===== config.mk =====
export PLATFORM = sky130hd
export DESIGN_NAME = jtkicker_romarb_flat
export DESIGN_NICKNAME = d
export VERILOG_FILES = /design/src/rtl/jtkicker_romarb_pkg.sv /design/src/rtl/jtkicker_romarb_if.sv /design/src/rtl/jtkicker_romarb_cache.sv /design/src/rtl/jtkicker_romarb.sv /design/src/flat_wrapper.sv
export SDC_FILE = /design/constraint.sdc
export NUM_CORES = 1
export LEC_CHECK = 0
export ABC_CLOCK_PERIOD_IN_PS = 5000
export CORE_UTILIZATION = 45
export DETAILED_ROUTE_END_ITERATION = 16
export GPL_TIMING_DRIVEN = 1
export PLACE_DENSITY = 0.76
export SLEW_MARGIN = 20
export SYNTH_ARGS = -nofsm -noshare
export SYNTH_HDL_FRONTEND = slang
export SYNTH_SLANG_ARGS = --single-unit

===== constraint.sdc =====
create_clock -name clk -period 5 [get_ports clk]
set_input_delay 1 -clock clk [delete_from_list [all_inputs] [get_ports clk]]
set_output_delay 1 -clock clk [all_outputs]
set_load 0.01 [all_outputs]

===== src/rtl/jtkicker_romarb_pkg.sv =====
// Shared types and default geometry for the kicker ROM-slot arbiter.
package jtkicker_romarb_pkg;

  localparam int unsigned SCR_AW_DEF   = 13;
  localparam int unsigned OBJ_AW_DEF   = 14;
  localparam int unsigned AW_DEF       = 15;
  localparam int unsigned DW           = 32;
  localparam int unsigned OBJ_BASE_DEF = 32'h2000;

  typedef enum logic [1:0] {IDLE, BUSY, WAIT} state_e;
  typedef enum logic {GNT_SCR, GNT_OBJ} gnt_e;

endpackage


===== src/rtl/jtkicker_romarb_if.sv =====
// Scroll, object and ROM-slot signals between the fetch engines and the arbiter.
interface jtkicker_romarb_if
  import jtkicker_romarb_pkg::*;
#(
  parameter int unsigned SCR_AW = SCR_AW_DEF,
  parameter int unsigned OBJ_AW = OBJ_AW_DEF,
  parameter int unsigned AW     = AW_DEF
) ();

  logic              scr_cs;
  logic [SCR_AW-1:0] scr_addr;
  logic [DW-1:0]     scr_data;
  logic              scr_ok;
  logic              obj_cs;
  logic [OBJ_AW-1:0] obj_addr;
  logic [DW-1:0]     obj_data;
  logic              obj_ok;
  logic              rom_cs;
  logic [AW-1:0]     rom_addr;
  logic [DW-1:0]     rom_data;
  logic              rom_ok;

  modport slave (
    input  scr_cs, scr_addr, obj_cs, obj_addr, rom_data, rom_ok,
    output scr_data, scr_ok, obj_data, obj_ok, rom_cs, rom_addr
  );

  modport master (
    output scr_cs, scr_addr, obj_cs, obj_addr, rom_data, rom_ok,
    input  scr_data, scr_ok, obj_data, obj_ok, rom_cs, rom_addr
  );

endinterface


===== src/rtl/jtkicker_romarb_cache.sv =====
// One-entry read cache: tag/valid/data plus a combinational hit compare.
module jtkicker_romarb_cache
  import jtkicker_romarb_pkg::*;
#(
  parameter int unsigned AW = 13
) (
  input  logic          clk,
  input  logic          rst,
  input  logic          flush_i,
  input  logic          fill_i,
  input  logic [AW-1:0] fill_tag_i,
  input  logic [DW-1:0] fill_data_i,
  input  logic          cs_i,
  input  logic [AW-1:0] addr_i,
  output logic [DW-1:0] data_o,
  output logic          hit_c_o
);

  logic          vld_q;
  logic [AW-1:0] tag_q;
  logic [DW-1:0] data_q;

  // Flush beats a same-cycle fill so a discarded fetch never becomes valid.
  always_ff @(posedge clk or posedge rst) begin
    if (rst) begin
      vld_q  <= 1'b0;
      tag_q  <= '0;
      data_q <= '0;
    end else if (flush_i) begin
      vld_q  <= 1'b0;
    end else if (fill_i) begin
      vld_q  <= 1'b1;
      tag_q  <= fill_tag_i;
      data_q <= fill_data_i;
    end
  end

  assign data_o  = data_q;
  assign hit_c_o = cs_i & vld_q & (tag_q == addr_i);

endmodule


===== src/rtl/jtkicker_romarb.sv =====
// Arbitrates the single 32-bit game ROM slot between scroll and object fetchers.
module jtkicker_romarb
  import jtkicker_romarb_pkg::*;
#(
  parameter int unsigned    SCR_AW   = SCR_AW_DEF,
  parameter int unsigned    OBJ_AW   = OBJ_AW_DEF,
  parameter int unsigned    AW       = AW_DEF,
  parameter logic [AW-1:0]  OBJ_BASE = AW'(OBJ_BASE_DEF),
  parameter int unsigned    OKDLY    = 2,
  parameter int unsigned    STARVE   = 4
) (
  input  logic             rst,
  input  logic             clk,
  input  logic             LHBL,
  input  logic             flush,
  jtkicker_romarb_if.slave bus
);

  localparam int unsigned GW = (OKDLY > 0) ? $clog2(OKDLY + 1) : 1;
  localparam int unsigned SW = $clog2(STARVE + 1);
  localparam int unsigned RW = (SCR_AW > OBJ_AW) ? SCR_AW : OBJ_AW;

  state_e        state_q, state_d;
  gnt_e          gnt_q, gnt_d;
  logic [RW-1:0] req_addr_q, req_addr_d;
  logic          rom_cs_q, rom_cs_d;
  logic [AW-1:0] rom_addr_q, rom_addr_d;
  logic [GW-1:0] guard_q, guard_d;
  logic [SW-1:0] scr_starve_q, scr_starve_d;
  logic [SW-1:0] obj_starve_q, obj_starve_d;
  logic          drop_q, drop_d;

  logic          scr_hit_c, obj_hit_c;
  logic          scr_miss_c, obj_miss_c;
  logic          scr_fill_c, obj_fill_c;
  logic          pick_obj_c;
  logic [DW-1:0] scr_data, obj_data;

  assign scr_miss_c = bus.scr_cs & ~scr_hit_c;
  assign obj_miss_c = bus.obj_cs & ~obj_hit_c;

  always_comb begin
    state_d      = state_q;
    gnt_d        = gnt_q;
    req_addr_d   = req_addr_q;
    rom_cs_d     = rom_cs_q;
    rom_addr_d   = rom_addr_q;
    guard_d      = guard_q;
    scr_starve_d = scr_starve_q;
    obj_starve_d = obj_starve_q;
    drop_d       = drop_q | flush;
    scr_fill_c   = 1'b0;
    obj_fill_c   = 1'b0;
    pick_obj_c   = 1'b0;
    case (state_q)
      IDLE: begin
        if (scr_miss_c || obj_miss_c) begin
          // A starved requester overrides the blanking-based priority.
          if (!scr_miss_c)                           pick_obj_c = 1'b1;
          else if (!obj_miss_c)                      pick_obj_c = 1'b0;
          else if (obj_starve_q == SW'(STARVE))      pick_obj_c = 1'b1;
          else if (scr_starve_q == SW'(STARVE))      pick_obj_c = 1'b0;
          else                                       pick_obj_c = ~LHBL;

          if (pick_obj_c) begin
            gnt_d        = GNT_OBJ;
            req_addr_d   = RW'(bus.obj_addr);
            rom_addr_d   = OBJ_BASE + AW'(bus.obj_addr);
            obj_starve_d = '0;
            if (scr_miss_c && scr_starve_q != SW'(STARVE))
              scr_starve_d = scr_starve_q + SW'(1);
          end else begin
            gnt_d        = GNT_SCR;
            req_addr_d   = RW'(bus.scr_addr);
            rom_addr_d   = AW'(bus.scr_addr);
            scr_starve_d = '0;
            if (obj_miss_c && obj_starve_q != SW'(STARVE))
              obj_starve_d = obj_starve_q + SW'(1);
          end
          rom_cs_d = 1'b1;
          guard_d  = GW'(OKDLY);
          drop_d   = 1'b0;
          state_d  = BUSY;
        end
      end
      BUSY: begin
        // rom_ok lags a new address, so it is ignored until the guard expires.
        if (guard_q != '0) begin
          guard_d = guard_q - GW'(1);
        end else if (bus.rom_ok) begin
          scr_fill_c = (gnt_q == GNT_SCR) & ~drop_q;
          obj_fill_c = (gnt_q == GNT_OBJ) & ~drop_q;
          rom_cs_d   = 1'b0;
          state_d    = WAIT;
        end
      end
      WAIT:    state_d = IDLE;
      default: state_d = IDLE;
    endcase
  end

  always_ff @(posedge clk or posedge rst) begin
    if (rst) begin
      state_q      <= IDLE;
      gnt_q        <= GNT_SCR;
      req_addr_q   <= '0;
      rom_cs_q     <= 1'b0;
      rom_addr_q   <= '0;
      guard_q      <= '0;
      scr_starve_q <= '0;
      obj_starve_q <= '0;
      drop_q       <= 1'b0;
    end else begin
      state_q      <= state_d;
      gnt_q        <= gnt_d;
      req_addr_q   <= req_addr_d;
      rom_cs_q     <= rom_cs_d;
      rom_addr_q   <= rom_addr_d;
      guard_q      <= guard_d;
      scr_starve_q <= scr_starve_d;
      obj_starve_q <= obj_starve_d;
      drop_q       <= drop_d;
    end
  end

  jtkicker_romarb_cache #(.AW(SCR_AW)) u_scr_cache (
    .clk         (clk),
    .rst         (rst),
    .flush_i     (flush),
    .fill_i      (scr_fill_c),
    .fill_tag_i  (req_addr_q[SCR_AW-1:0]),
    .fill_data_i (bus.rom_data),
    .cs_i        (bus.scr_cs),
    .addr_i      (bus.scr_addr),
    .data_o      (scr_data),
    .hit_c_o     (scr_hit_c)
  );

  jtkicker_romarb_cache #(.AW(OBJ_AW)) u_obj_cache (
    .clk         (clk),
    .rst         (rst),
    .flush_i     (flush),
    .fill_i      (obj_fill_c),
    .fill_tag_i  (req_addr_q[OBJ_AW-1:0]),
    .fill_data_i (bus.rom_data),
    .cs_i        (bus.obj_cs),
    .addr_i      (bus.obj_addr),
    .data_o      (obj_data),
    .hit_c_o     (obj_hit_c)
  );

  assign bus.scr_data = scr_data;
  assign bus.scr_ok   = scr_hit_c;
  assign bus.obj_data = obj_data;
  assign bus.obj_ok   = obj_hit_c;
  assign bus.rom_cs   = rom_cs_q;
  assign bus.rom_addr = rom_addr_q;

endmodule


===== src/flat_wrapper.sv =====
// flat-port wrapper written by rule: the top's interface ports become plain ports
module jtkicker_romarb_flat import jtkicker_romarb_pkg::*;
#(
  parameter int unsigned    SCR_AW   = SCR_AW_DEF,
  parameter int unsigned    OBJ_AW   = OBJ_AW_DEF,
  parameter int unsigned    AW       = AW_DEF,
  parameter logic [AW-1:0]  OBJ_BASE = AW'(OBJ_BASE_DEF),
  parameter int unsigned    OKDLY    = 2,
  parameter int unsigned    STARVE   = 4
)
  (rst, clk, LHBL, flush, bus_scr_cs, bus_scr_addr, bus_obj_cs, bus_obj_addr, bus_rom_data, bus_rom_ok, bus_scr_data, bus_scr_ok, bus_obj_data, bus_obj_ok, bus_rom_cs, bus_rom_addr);
  jtkicker_romarb_if #(.SCR_AW(SCR_AW), .OBJ_AW(OBJ_AW), .AW(AW)) bus_i ();
  input  logic rst;
  input  logic clk;
  input  logic LHBL;
  input  logic flush;
  input wire logic [$bits(bus_i.scr_cs)-1:0] bus_scr_cs;
  input wire logic [$bits(bus_i.scr_addr)-1:0] bus_scr_addr;
  input wire logic [$bits(bus_i.obj_cs)-1:0] bus_obj_cs;
  input wire logic [$bits(bus_i.obj_addr)-1:0] bus_obj_addr;
  input wire logic [$bits(bus_i.rom_data)-1:0] bus_rom_data;
  input wire logic [$bits(bus_i.rom_ok)-1:0] bus_rom_ok;
  output wire logic [$bits(bus_i.scr_data)-1:0] bus_scr_data;
  output wire logic [$bits(bus_i.scr_ok)-1:0] bus_scr_ok;
  output wire logic [$bits(bus_i.obj_data)-1:0] bus_obj_data;
  output wire logic [$bits(bus_i.obj_ok)-1:0] bus_obj_ok;
  output wire logic [$bits(bus_i.rom_cs)-1:0] bus_rom_cs;
  output wire logic [$bits(bus_i.rom_addr)-1:0] bus_rom_addr;
  assign bus_i.scr_cs = bus_scr_cs;
  assign bus_i.scr_addr = bus_scr_addr;
  assign bus_i.obj_cs = bus_obj_cs;
  assign bus_i.obj_addr = bus_obj_addr;
  assign bus_i.rom_data = bus_rom_data;
  assign bus_i.rom_ok = bus_rom_ok;
  assign bus_scr_data = bus_i.scr_data;
  assign bus_scr_ok = bus_i.scr_ok;
  assign bus_obj_data = bus_i.obj_data;
  assign bus_obj_ok = bus_i.obj_ok;
  assign bus_rom_cs = bus_i.rom_cs;
  assign bus_rom_addr = bus_i.rom_addr;
  jtkicker_romarb #(.SCR_AW(SCR_AW), .OBJ_AW(OBJ_AW), .AW(AW), .OBJ_BASE(OBJ_BASE), .OKDLY(OKDLY), .STARVE(STARVE)) u_core (.rst(rst), .clk(clk), .LHBL(LHBL), .flush(flush), .bus(bus_i));
endmodule

==> reports/metrics.yaml <==
die:
  die_w_um: 109
  rows: 38
  start_util_pct: 46.7
  die_h_um: 109
  ioPinCount: 148
  core-area_um2: 10900
  fp.dieArea_um2: 11800
power:
  pwr_density_cell_nw_per_um2: 578
  ir_drop_mv: 0.332
  p_leak_nw: 3.36
clock_tree:
  cts_tree: "done"
  cts_hold_buf: 0
  cts_resized: 0
  cts_root_buffer: "clkbuf_16"
  clk_pin_slew_ns: 0.05
  worstSkewPairLatency_ns: 0.40
  postCtsSetupRepairBufs: 0
  clkSinkCount: 121
  cts_max_level: 4
  cts_made_buffers: 17
  clk_path_buf_depth: 2
timing:
  worst_slack_ns: 1.15
  rsz0062_at_grt: "false"
  worstMarginPinSlew_ns: 1.05
  finClkSkew_ns: 0.00894
  setup_tns_ns: 0
  hold_viol: 0
  period_needed_ns: 3.85
  period_share_pct: 77.0
  slew_viol_final: 0
  setup_viol: 0
  worst_hold_slack_ns: 0.489
  slew_headroom_pct: 29.5
  fmax_mhz: 260
final_layout:
  fill_cells: 836
  layout-drive-gt1-share_pct: 23.4
  synthToLayoutAreaGrowth_pct: 44.5
  multi_input_area_um2: 1970
  n_antenna_cell: 0
  layout.nets: 604
  ff_latch_area_um2: 3030
worst_hold_path:
  min_path_type: "flip-flop to flip-flop"
place:
  place_hpwl_um: 8330
  place_ws_ns: 1.15
  place_congestion: 0.780
  io_buffers: 147
logic_synthesis:
  yosys_warnings: 0
  synthCells: 375
  synth_top_area_share_pct: 59.2
  synth_nets: 446
  synth-seq-cells: 121
  yosysMostFrequentCell: "dfrtp_1"
  netlist-cell-type-count: 34
  synth_seq_area_share_pct: 59.2
  synth_edf_count: 0
  async_flop_share_pct: 100
  synth_top_area_cell: "dfrtp_1"
  synth_area_um2: 5110
  syn_area_per_cell_um2: 13.6
  netlist_top_cells_count: "dfrtp_1 (121), mux2_2 (85), nor2_1 (21), a21oi_1 (17), inv_1 (15)"
  yosys-top-cells-area: "dfrtp_1 (59%), mux2_2 (19%), mux2i_1 (2.5%), xnor2_1 (2.4%), xor2_1 (2.2%)"
  synthFlopType: "dfrtp_1"
critical_path:
  required_ns: 4.00
  critical_path_class: "input port to output port"
  critPathLaunchType: "input port"
  worstPathArrival_ns: 2.85
  crit_fanout: 3
  endpoint_kind: "output port"
global_route:
  first_global_vias: 3896
  grt_use_total_pct: 21.6
  antenna_found_initial: 0
  overflow: 0
  grt_pass1_wl_um: 19300
  grt_max_degree: 75
route:
  dr.pass1.iters: 4
  routed_wl_um: 11900
  drtIter0Drc: 180
  viasPerCell: 5.14
  ant_nets: 0
  drc: 0
  vias: 3525
  post_drt_wl_per_cell_um: 17.3
outcome:
  outcome: "completed"
run:
  cap_violations: 0
-- power by group --
group          internal, mW  switching, mW  total, mW
clock network         0.852          0.442       1.29
registers              1.35          0.244       1.59
logic                 0.814          0.563       1.38
-- metal layers --
layer	vias to the layer above	track usage, %	wire length [µm]
li1	1638	-	-
met1	1757	26.4	4960
met2	121	34.2	5670
met3	9	9.52	1160
met4	0	6.66	64
met5	-	0	0
-- per-stage QoR --
stage	power (mW)	util [%]	instances	cell area, µm²
finish	4.27	67.5	686	7390
global route	4.50	67.5	686	7390
CTS	4.31	67.5	686	7390
detailed placement	2.99	61.7	654	6750
global placement	2.94	61.7	654	6750
floorplan	2.25	-	375	5110
-- sequential cells by signal (all words and copies together) (netlist names), 3 cells and up --
register and count:
u_core.u_obj_cache.data_o 32, u_core.u_scr_cache.data_o 32, u_core.bus.rom_addr 15, u_core.u_obj_cache.tag_q 14
u_core.u_scr_cache.tag_q 13, u_core.obj_starve_q 3, u_core.scr_starve_q 3
-- kinds of logic after synthesis --
logic type,synth area share (%)
DFF,59.2
muxes,22.8
and+or+nand+nor,5.39
AOI/OAI and AO/OA,4.33
buffers and inverters,2.37
xor gates and xnor gates,4.63
adders and majority gates,1.22
-- worst max-delay path, cell delays in order --
cell and delay (ns):
clkdlybuf4s50_1 0.52, xnor2_1 0.15, nand3_1 0.18, nor4_1 0.31, and2_1 0.16, clkdlybuf4s50_1 0.53
-- area by class of cell --
type | instances | area share (%)
flip-flops and latches | 121 | 41.0
inverters | 15 | 0.796
clock buffers | 19 | 6.00
well taps | 140 | 2.37
repair buffers | 153 | 20.5
clock inverters | 13 | 2.59
multi-input cells | 225 | 26.7
-- layout by cell type (no fill, tap or decap), drive strengths merged, types with 5 or more instances in the layout --
cell	count
ha	5
buf	6
xnor2	14
o21ai	7
dfrtp	121
clkbuf	19
mux2	92
xor2	13
mux2i	13
nand4	6
a21oi	17
nor4	8
nand2	5
clkdlybuf4s50	147
nor2	21
inv	17
-- path summary, 6_finish.rpt --
kind | slack, ns | cells past startpoint | to | start
max | 1.15 | 6 | bus_obj_ok | bus_obj_addr[13]
min | 0.49 | 1 | u_core.u_scr_cache.data_o[13] | u_core.u_scr_cache.data_o[13]
max reg2reg | 2.34 | 6 | u_core.gnt_q | u_core.u_obj_cache.tag_q[13]
min reg2reg | 0.49 | 1 | u_core.u_scr_cache.data_o[13] | u_core.u_scr_cache.data_o[13]
max in group asynchronous | 2.96 | 3 | u_core.u_scr_cache.data_o[3] | rst
min in group asynchronous | 1.16 | 2 | u_core.u_scr_cache.data_o[23] | rst
Power figures use the tool's default switching activity.
